===== src/rtl/hdlc_tx_sequencer.sv =====
// hdlc_tx_sequencer: loads source bytes into the HDLC Tx buffer, starts
// transmission, polls Tx_SC until done/aborted, and shares the HDLC register
// port with a host (the sequencer always wins; the host waits).
module hdlc_tx_sequencer #(
    parameter int MAX_FRAME     = 126,
    parameter int POLL_GAP      = 16,
    parameter int TIMEOUT_POLLS = 255
) (
    input  logic       Clk,
    input  logic       Rst,
    input  logic       S_Valid,
    input  logic [7:0] S_Data,
    input  logic       S_Last,
    output logic       S_Ready,
    input  logic       Abort_Req,
    input  logic       H_Req,
    input  logic       H_WriteEnable,
    input  logic       H_ReadEnable,
    input  logic [2:0] H_Address,
    input  logic [7:0] H_DataIn,
    output logic       H_Grant,
    output logic       WriteEnable,
    output logic       ReadEnable,
    output logic [2:0] Address,
    output logic [7:0] Data_In,
    input  logic [7:0] DataOut,
    output logic       Busy,
    output logic       FrameDone,
    output logic       FrameAborted,
    output logic       FrameErr,
    output logic [6:0] ByteCount
);
    localparam int         GW        = $clog2(POLL_GAP + 1);
    localparam int         PW        = $clog2(TIMEOUT_POLLS + 1);
    localparam logic [7:0] MAXF      = 8'(MAX_FRAME);
    localparam logic [2:0] A_SC      = 3'd0;
    localparam logic [2:0] A_BUFF    = 3'd1;
    localparam logic [7:0] SC_ENABLE = 8'h02;
    localparam logic [7:0] SC_ABORT  = 8'h04;

    typedef enum logic [2:0] {
        IDLE, LOAD, START, GAP, POLL_RD, POLL_CHK, ABORT, DRAIN
    } state_t;

    state_t        state_q, state_d;
    logic [6:0]    cnt_q, cnt_d;
    logic [GW-1:0] gap_q, gap_d;
    logic [PW-1:0] poll_q, poll_d;
    logic          err_q, err_d;       // frame ends as FrameErr
    logic          pend_q, pend_d;     // abort requested while polling
    logic          labort_q, labort_d; // abort requested while loading
    logic          done_q, done_d, abt_q, abt_d, ferr_q, ferr_d;
    logic          seq_we, seq_re, s_rdy, host_gnt;
    logic [2:0]    seq_addr;
    logic [7:0]    seq_data;
    logic [7:0]    cnt_inc;
    logic          unused_status;

    assign cnt_inc = {1'b0, cnt_q} + 8'd1;
    // Tx_SC bits the sequencer does not act on (Tx_Full, reserved)
    assign unused_status = ^{DataOut[7:4], DataOut[2:1]};

    // State and counter registers
    always_ff @(posedge Clk or posedge Rst) begin
        if (Rst) begin
            state_q  <= IDLE;
            cnt_q    <= '0;
            gap_q    <= '0;
            poll_q   <= '0;
            err_q    <= 1'b0;
            pend_q   <= 1'b0;
            labort_q <= 1'b0;
            done_q   <= 1'b0;
            abt_q    <= 1'b0;
            ferr_q   <= 1'b0;
        end else begin
            state_q  <= state_d;
            cnt_q    <= cnt_d;
            gap_q    <= gap_d;
            poll_q   <= poll_d;
            err_q    <= err_d;
            pend_q   <= pend_d;
            labort_q <= labort_d;
            done_q   <= done_d;
            abt_q    <= abt_d;
            ferr_q   <= ferr_d;
        end
    end

    // Next-state logic and sequencer-side register accesses
    always_comb begin
        state_d  = state_q;
        cnt_d    = cnt_q;
        gap_d    = gap_q;
        poll_d   = poll_q;
        err_d    = err_q;
        pend_d   = pend_q;
        labort_d = labort_q;
        done_d   = 1'b0;
        abt_d    = 1'b0;
        ferr_d   = 1'b0;
        seq_we   = 1'b0;
        seq_re   = 1'b0;
        seq_addr = A_SC;
        seq_data = 8'h00;
        s_rdy    = 1'b0;
        case (state_q)
            IDLE: begin
                if (S_Valid) begin
                    cnt_d    = '0;
                    err_d    = 1'b0;
                    pend_d   = 1'b0;
                    labort_d = 1'b0;
                    state_d  = LOAD;
                end
            end
            LOAD: begin
                s_rdy = 1'b1;
                if (S_Valid) begin
                    if (cnt_inc > MAXF) begin
                        // buffer full: drop the byte and fail the frame
                        err_d   = 1'b1;
                        state_d = S_Last ? ABORT : DRAIN;
                    end else begin
                        seq_we   = 1'b1;
                        seq_addr = A_BUFF;
                        seq_data = S_Data;
                        cnt_d    = cnt_inc[6:0];
                        if (Abort_Req) begin
                            labort_d = 1'b1;
                            state_d  = S_Last ? ABORT : DRAIN;
                        end else if (S_Last) begin
                            state_d = START;
                        end
                    end
                end else if (Abort_Req) begin
                    labort_d = 1'b1;
                    state_d  = DRAIN;
                end
            end
            START: begin
                seq_we   = 1'b1;
                seq_data = SC_ENABLE;
                poll_d   = '0;
                gap_d    = '0;
                pend_d   = 1'b0;
                state_d  = (Abort_Req || pend_q) ? ABORT : GAP;
            end
            GAP: begin
                if (Abort_Req) pend_d = 1'b1;
                if (gap_q == GW'(POLL_GAP - 1)) begin
                    gap_d   = '0;
                    state_d = POLL_RD;
                end else begin
                    gap_d = gap_q + GW'(1);
                end
            end
            POLL_RD: begin
                seq_re  = 1'b1;
                poll_d  = poll_q + PW'(1);
                if (Abort_Req) pend_d = 1'b1;
                state_d = POLL_CHK;
            end
            POLL_CHK: begin
                gap_d  = '0;
                pend_d = 1'b0;
                if (DataOut[3]) begin
                    abt_d   = 1'b1;
                    state_d = IDLE;
                end else if (DataOut[0]) begin
                    done_d  = 1'b1;
                    state_d = IDLE;
                end else if (poll_q == PW'(TIMEOUT_POLLS)) begin
                    err_d   = 1'b1;
                    state_d = ABORT;
                end else if (pend_q || Abort_Req) begin
                    state_d = ABORT;
                end else begin
                    state_d = GAP;
                end
            end
            ABORT: begin
                seq_we   = 1'b1;
                seq_data = SC_ABORT;
                gap_d    = '0;
                if (err_q) begin
                    ferr_d  = 1'b1;
                    state_d = IDLE;
                end else if (labort_q) begin
                    abt_d   = 1'b1;
                    state_d = IDLE;
                end else begin
                    // user abort while polling: wait for Tx_AbortedTrans
                    state_d = GAP;
                end
            end
            DRAIN: begin
                s_rdy = 1'b1;
                if (S_Valid && S_Last) state_d = ABORT;
            end
            default: state_d = IDLE;
        endcase
    end

    // Bus arbitration: host gets the port only in cycles the sequencer leaves free
    assign host_gnt     = H_Req && !(seq_we || seq_re) && !Rst;
    assign H_Grant      = host_gnt;
    assign WriteEnable  = seq_we || (host_gnt && H_WriteEnable);
    assign ReadEnable   = seq_re || (host_gnt && H_ReadEnable && !H_WriteEnable);
    assign Address      = (seq_we || seq_re) ? seq_addr : (host_gnt ? H_Address : 3'd0);
    assign Data_In      = seq_we ? seq_data : (host_gnt ? H_DataIn : 8'h00);
    assign S_Ready      = s_rdy;
    assign Busy         = (state_q != IDLE);
    assign FrameDone    = done_q;
    assign FrameAborted = abt_q;
    assign FrameErr     = ferr_q;
    assign ByteCount    = cnt_q;
endmodule


===== config.mk =====
export PLATFORM = sky130hd
export DESIGN_NAME = hdlc_tx_sequencer
export DESIGN_NICKNAME = d
export VERILOG_FILES = /design/src/rtl/hdlc_tx_sequencer.sv
export SDC_FILE = /design/constraint.sdc
export NUM_CORES = 1
export LEC_CHECK = 0
export CAP_MARGIN = 20
export CORE_ASPECT_RATIO = 0.9
export CORE_MARGIN = 2
export CORE_UTILIZATION = 47
export CTS_CLUSTER_DIAMETER = 150
export DETAILED_ROUTE_END_ITERATION = 10
export PLACE_DENSITY = 0.8
export SYNTH_ARGS = -nofsm -noshare
export SYNTH_HDL_FRONTEND = slang
export SYNTH_SLANG_ARGS = --single-unit

===== constraint.sdc =====
create_clock -name Clk -period 3.1 [get_ports Clk]
set_clock_uncertainty 0.05 [all_clocks]
set_input_delay 0.62 -clock Clk [delete_from_list [all_inputs] [get_ports Clk]]
set_output_delay 0.62 -clock Clk [all_outputs]
set_load 0.02 [all_outputs]

---- After elaboration in Yosys (flattened, before gate mapping) ----
Cells that the tools add are included.
cells by class
  reduce and logical (&&, ||, !) cells .... 30
  $add $sub $neg .......................... 3
  order comparisons ....................... 1
  eq/ne operators ......................... 22
  multiplexer cells ....................... 60
operators with widths
  cell                                                                   number
  3-bit two-way mux                                                      14
  8-bit two-way mux                                                      4
  1-bit two-way mux                                                      26
  3-bit case mux with 8 select lines                                     1
  8-bit case mux with 3 select lines                                     1
  7-bit two-way mux                                                      3
  2-bit != test, second input constant                                   9
  8-bit case mux with 2 select lines                                     1
  7-bit case mux with 2 select lines                                     1
  3-bit equality test, second input constant                             4
  5-bit case mux with 2 select lines                                     1
  3-bit nonzero test                                                     3
  7-bit by 1-bit adder with 8-bit output, second input constant          1
  8-bit by 1-bit adder with 8-bit output, second input constant          1
  8-bit equality test, second input constant                             1
  8-bit by 7-bit > comparator with 1-bit output, second input constant   1
  2-bit OR reduction                                                     4
  7-bit AND reduction                                                    1
  3-bit by 2-bit equality test with 1-bit output, second input constant  2
  1-bit logical AND                                                      6
  3-bit != test, second input constant                                   2
  1-bit case mux with 2 select lines                                     3
  1-bit case mux with 3 select lines                                     2
  3-bit AND reduction                                                    2
  other kinds (14)                                                       22
storage, ports and cells
  register bits after elaboration ......... 29
  output and inout bits ................... 26
  input bits .............................. 35

---- Logic depth before layout (Yosys ltp) ----
Gate-level depths: netlist of the first run.
  word-level depth ........................ 12
  gate-level depth with buffers ........... 8
  mapped depth without buffers ............ 7

---- Worst setup path before layout of the first run ----
Ideal clock, no wire load.
  kind .................................... flip-flop to output port
  start ................................... reg cnt_q[1], in the netlist ByteCount[1]
  end ..................................... out Data_In[0]
  path buffers ............................ 1
  slack ................................... 258 ps
  arrival ................................. 2172 ps
  stages on the path, launching flop included .. 9
  cell sequence ........................... dfrtp_1 inv_1 ha_1 nor3_1 and2_1 o21a_4 nor2_1 buf_4 o21ai_0
between the ends
  longest elaborated chain between the ends .. 11
  elaborated cells on any way between the ends .. 14
RTL lines
  item                                             RTL line  RTL
  start: declaration                               46        logic [6:0] cnt_q, cnt_d;
  start signal: assignment                         78        cnt_q <= cnt_d;
  7-bit by 1-bit adder with 8-bit output *         59        assign cnt_inc = {1'b0, cnt_q} + 8'd1;
  8-bit by 7-bit > comparator with 1-bit output *  120       if (cnt_inc > MAXF) begin
  1-bit two-way mux                                120
  1-bit two-way mux                                119       if (S_Valid) begin
  1-bit case mux with 2 select lines               107       case (state_q)
  1-bit logical OR                                 206       assign host_gnt = H_Req && !(seq_we || seq_re) && !Rst;
  1-bit zero test                                  206
  1-bit logical AND (2 in series)                  206
  8-bit two-way mux                                211       assign Data_In = seq_we ? seq_data : (host_gnt ? H_DataIn : 8'h00);
  8-bit two-way mux *                              211
  end: declaration                                 25        output logic [7:0] Data_In,
Every way passes the cells marked *; elsewhere a longest branch is shown, timed or not.

---- Worst setup path after layout of the first run ----
  start ................................... reg cnt_q[0], in the netlist ByteCount[0]
  end ..................................... out Data_In[4]
Same word-level chain as after synthesis.

==> flow_metrics.tcl, run 1 <==
set metrics [dict create \
    clk_path_buf_depth 2 \
    die_w_um 73.5 \
    clock.fmax_mhz 341 \
    grt_first_pass_wirelength_mm 9.17 \
    ios 61 \
    critPathRequiredTime_ns 2.43 \
    synth-edff-count 0 \
    avgSynthCellArea_sq_um 8.40 \
    grt_max_degree 30 \
    synth_cells 243 \
    initial_core_util 0.494 \
    drive_above_1_share 0.124 \
    cp_max_fo 8 \
    path_clk_slew_ns 0.06 \
    yosysTopAreaCell "dfrtp_1" \
    synth-warning-count 0 \
    core_sq_um 4130 \
    worstSkewPairLatency_ns 0.28 \
    swShare 0.428 \
    min_period_ns 2.93 \
    root_buffer "clkbuf_8" \
    grt_usage 0.242 \
    grt_pass1_vias 1998 \
    p_sw_w 0.000889 \
    synthToLayoutAreaGrowth_pct 38.9 \
    die-area_sq_um 4890 \
    via_per_inst 5.65 \
    worst_ir_drop_vdd_mv 0.384 \
    clkPwrFrac 0.152 \
    pre_cts_ws_ns -0.0537 \
    drtAntennaViolNets 0 \
    ys_types 51 \
    hold_buffers 0 \
    antenna_found_initial 0 \
    power_w 0.00207 \
    synth-main-ff-cell "dfrtp_1" \
    regToRegSetupSlack_ns 0.84 \
    numCtsBuffers 5 \
    min_from "gap_q[2]" \
    cp-start-kind "flip-flop" \
    cp-startpoint "ByteCount[0]" \
    crit_path_end_kind "primary output" \
    synthesis.area_sq_um 2040 \
    holdCritPathClass "reg -> reg" \
    cp.arrival_ns 2.26 \
    fin_crit_sh 0.946 \
    whs_endpoint "gap_q[2]" \
    p_seq_frac 0.262 \
    synthTopCellsByArea "dfrtp_1 36%, o21ai_0 7.1%, nand2_1 6.3%" \
    overflow 0 \
    ff2ff_path_depth 9 \
    cts_num_sinks 29 \
    drv_slew 0 \
    hold_viol 0 \
    p_int_w 0.00119 \
    ys_seq_area_frac 0.356 \
    tightest_slew_ns 0.444 \
    hold_path_depth 1 \
    num-fill-cells 325 \
    p_leak_nw 1.29 \
    yosysMostFrequentCell "nand2_1" \
    async_reset_ff_frac 1.00 \
    die_y_um 66.5 \
    final_net_count 356 \
    hpwl_mm 4.00 \
    p_comb_frac 0.586 \
    drtIter0Drc 122 \
    max_cap_viol_count 0 \
    gp_congestion 0.833 \
    synth_nets 285 \
    cts_htree_levels 2 \
    drc 0 \
    cts_tree "done" \
    wl_mm 5.34 \
    r2r_end "state_q[0]" \
    status "completed" \
    routedWlPerCell_um 14.8 \
    num_antenna_cells 0 \
    ys_ff_latch 29 \
    relSlewSlack 0.702 \
    drtPass1Iterations 4 \
    synth_commonest_cells "34 x nand2_1, 29 x dfrtp_1, 29 x o21ai_0" \
    crit_type "reg -> out" \
    rows 22 \
    portBuffers 54 \
    final-setup-viol-count 0 \
    holdWs_ns 0.463 \
    num_vias 2047 \
    synth_top_area_share 0.356 \
    rr_startpoint "state_q[1]" \
    setup_ws_ns 0.168 \
    powerDensity_nw_per_um2 732 \
    rsz0062_at_grt "false" \
]
## critical path: stages, from the launching register on
cell and delay [ns]:
dfrtp_1 0.42, ha_1 0.24, buf_4 0.15, nor3_1 0.22
and2_1 0.21, o21ai_2 0.08, buf_4 0.17, nand3_1 0.08
o21ai_0 0.08, dlygate4sd2_1 0.33
## registers in the layout, indices dropped and copies added (netlist names)
name,cells
poll_q,8
pend_q,1
FrameDone,1
state_q,3
FrameErr,1
labort_q,1
gap_q,5
ByteCount,7
FrameAborted,1
err_q,1
## metal layers
metal | vias to the layer above | wire length, um | global-route usage | part of all wire
met5 | - | 0 | 0 | 0
met4 | 0 | 67 | 0.0955 | 0.013
met3 | 7 | 163 | 0.0454 | 0.031
met2 | 42 | 2570 | 0.373 | 0.48
met1 | 960 | 2540 | 0.335 | 0.48
li1 | 1038 | - | - | -
## logic make-up (layout without fill, tap and decap cells)
family	count (synthesis)	count (layout)	share of synthesized area
multiplexers	1	1	0.00552
AO/OA/AOI/OAI	73	73	0.246
XOR/XNOR	6	6	0.0258
flip-flops	29	29	0.356
adder cells (fa/ha/maj)	7	7	0.0429
buffers and inverters	18	89	0.0435
AND/OR/NAND/NOR	109	109	0.280
## metrics by stage
step	TNS (ns)	cells	cell area, sq um	util
detailed placement	-0.264	355	2750	0.666
finish	0	362	2840	0.687
global route	0	362	2840	0.687
global placement	-0.0131	355	2750	0.666
CTS	0	362	2830	0.685
floorplan	0	243	2040	-
## final cells by class
cell class              count  area [sq um]  area share
repair buffers             75           701       0.247
inverters                   7          26.3     0.00927
well taps                  48          60.1      0.0212
multi-input cells         196          1240       0.436
flip-flops and latches     29           726       0.256
clock buffers               7          86.3      0.0305
## worst max-delay path by stage
stage / end / slack (ns) / cells past startpoint
finish: Data_In[4] / 0.17 / 9
floorplan: Data_In[0] / 0.26 / 8
CTS: WriteEnable / 0.06 / 8
global route: Data_In[5] / 0.03 / 8
global placement: Data_In[4] / -0.008 / 7
detailed placement: Data_In[3] / -0.05 / 8
## power by group through the flow
stage / Combinational, W / Clock (W) / Sequential [W]
floorplan: 0.000765 / 0 / 0.000565
global placement: 0.00121 / 0 / 0.000542
detailed placement: 0.00123 / 0 / 0.000549
CTS: 0.00122 / 0.000323 / 0.000541
global route: 0.00133 / 0.000338 / 0.000555
finish: 0.00122 / 0.000315 / 0.000543
## layout by cell type, fill, tap and decap left out, drive strengths merged, types with 7 or more instances in the layout
master         count
clkdlybuf4s50     40
nand2             34
o21ai             30
dfrtp             29
buf               21
nand3             18
dlygate4sd2       12
nor2              11
and2               9
a21oi              8
o21a               8
nor3               7
ha                 7
clkbuf             7
## timing repair
item,4_1_cts,5_1_grt
gates cloned,0,0
setup buffers,0,0
resized for setup,15,2
endpoints found under the setup margin,13,2
No activity file was read; power rests on OpenSTA's default activity.
==> run 2: changes to the inputs <==
ABC_CLOCK_PERIOD_IN_PS = 3100   (was not set)
TNS_END_PERCENT = 30   (was not set)
==> results of run 2 <==
Same layout as run 1: the final DEF is identical, and so are final timing and power.
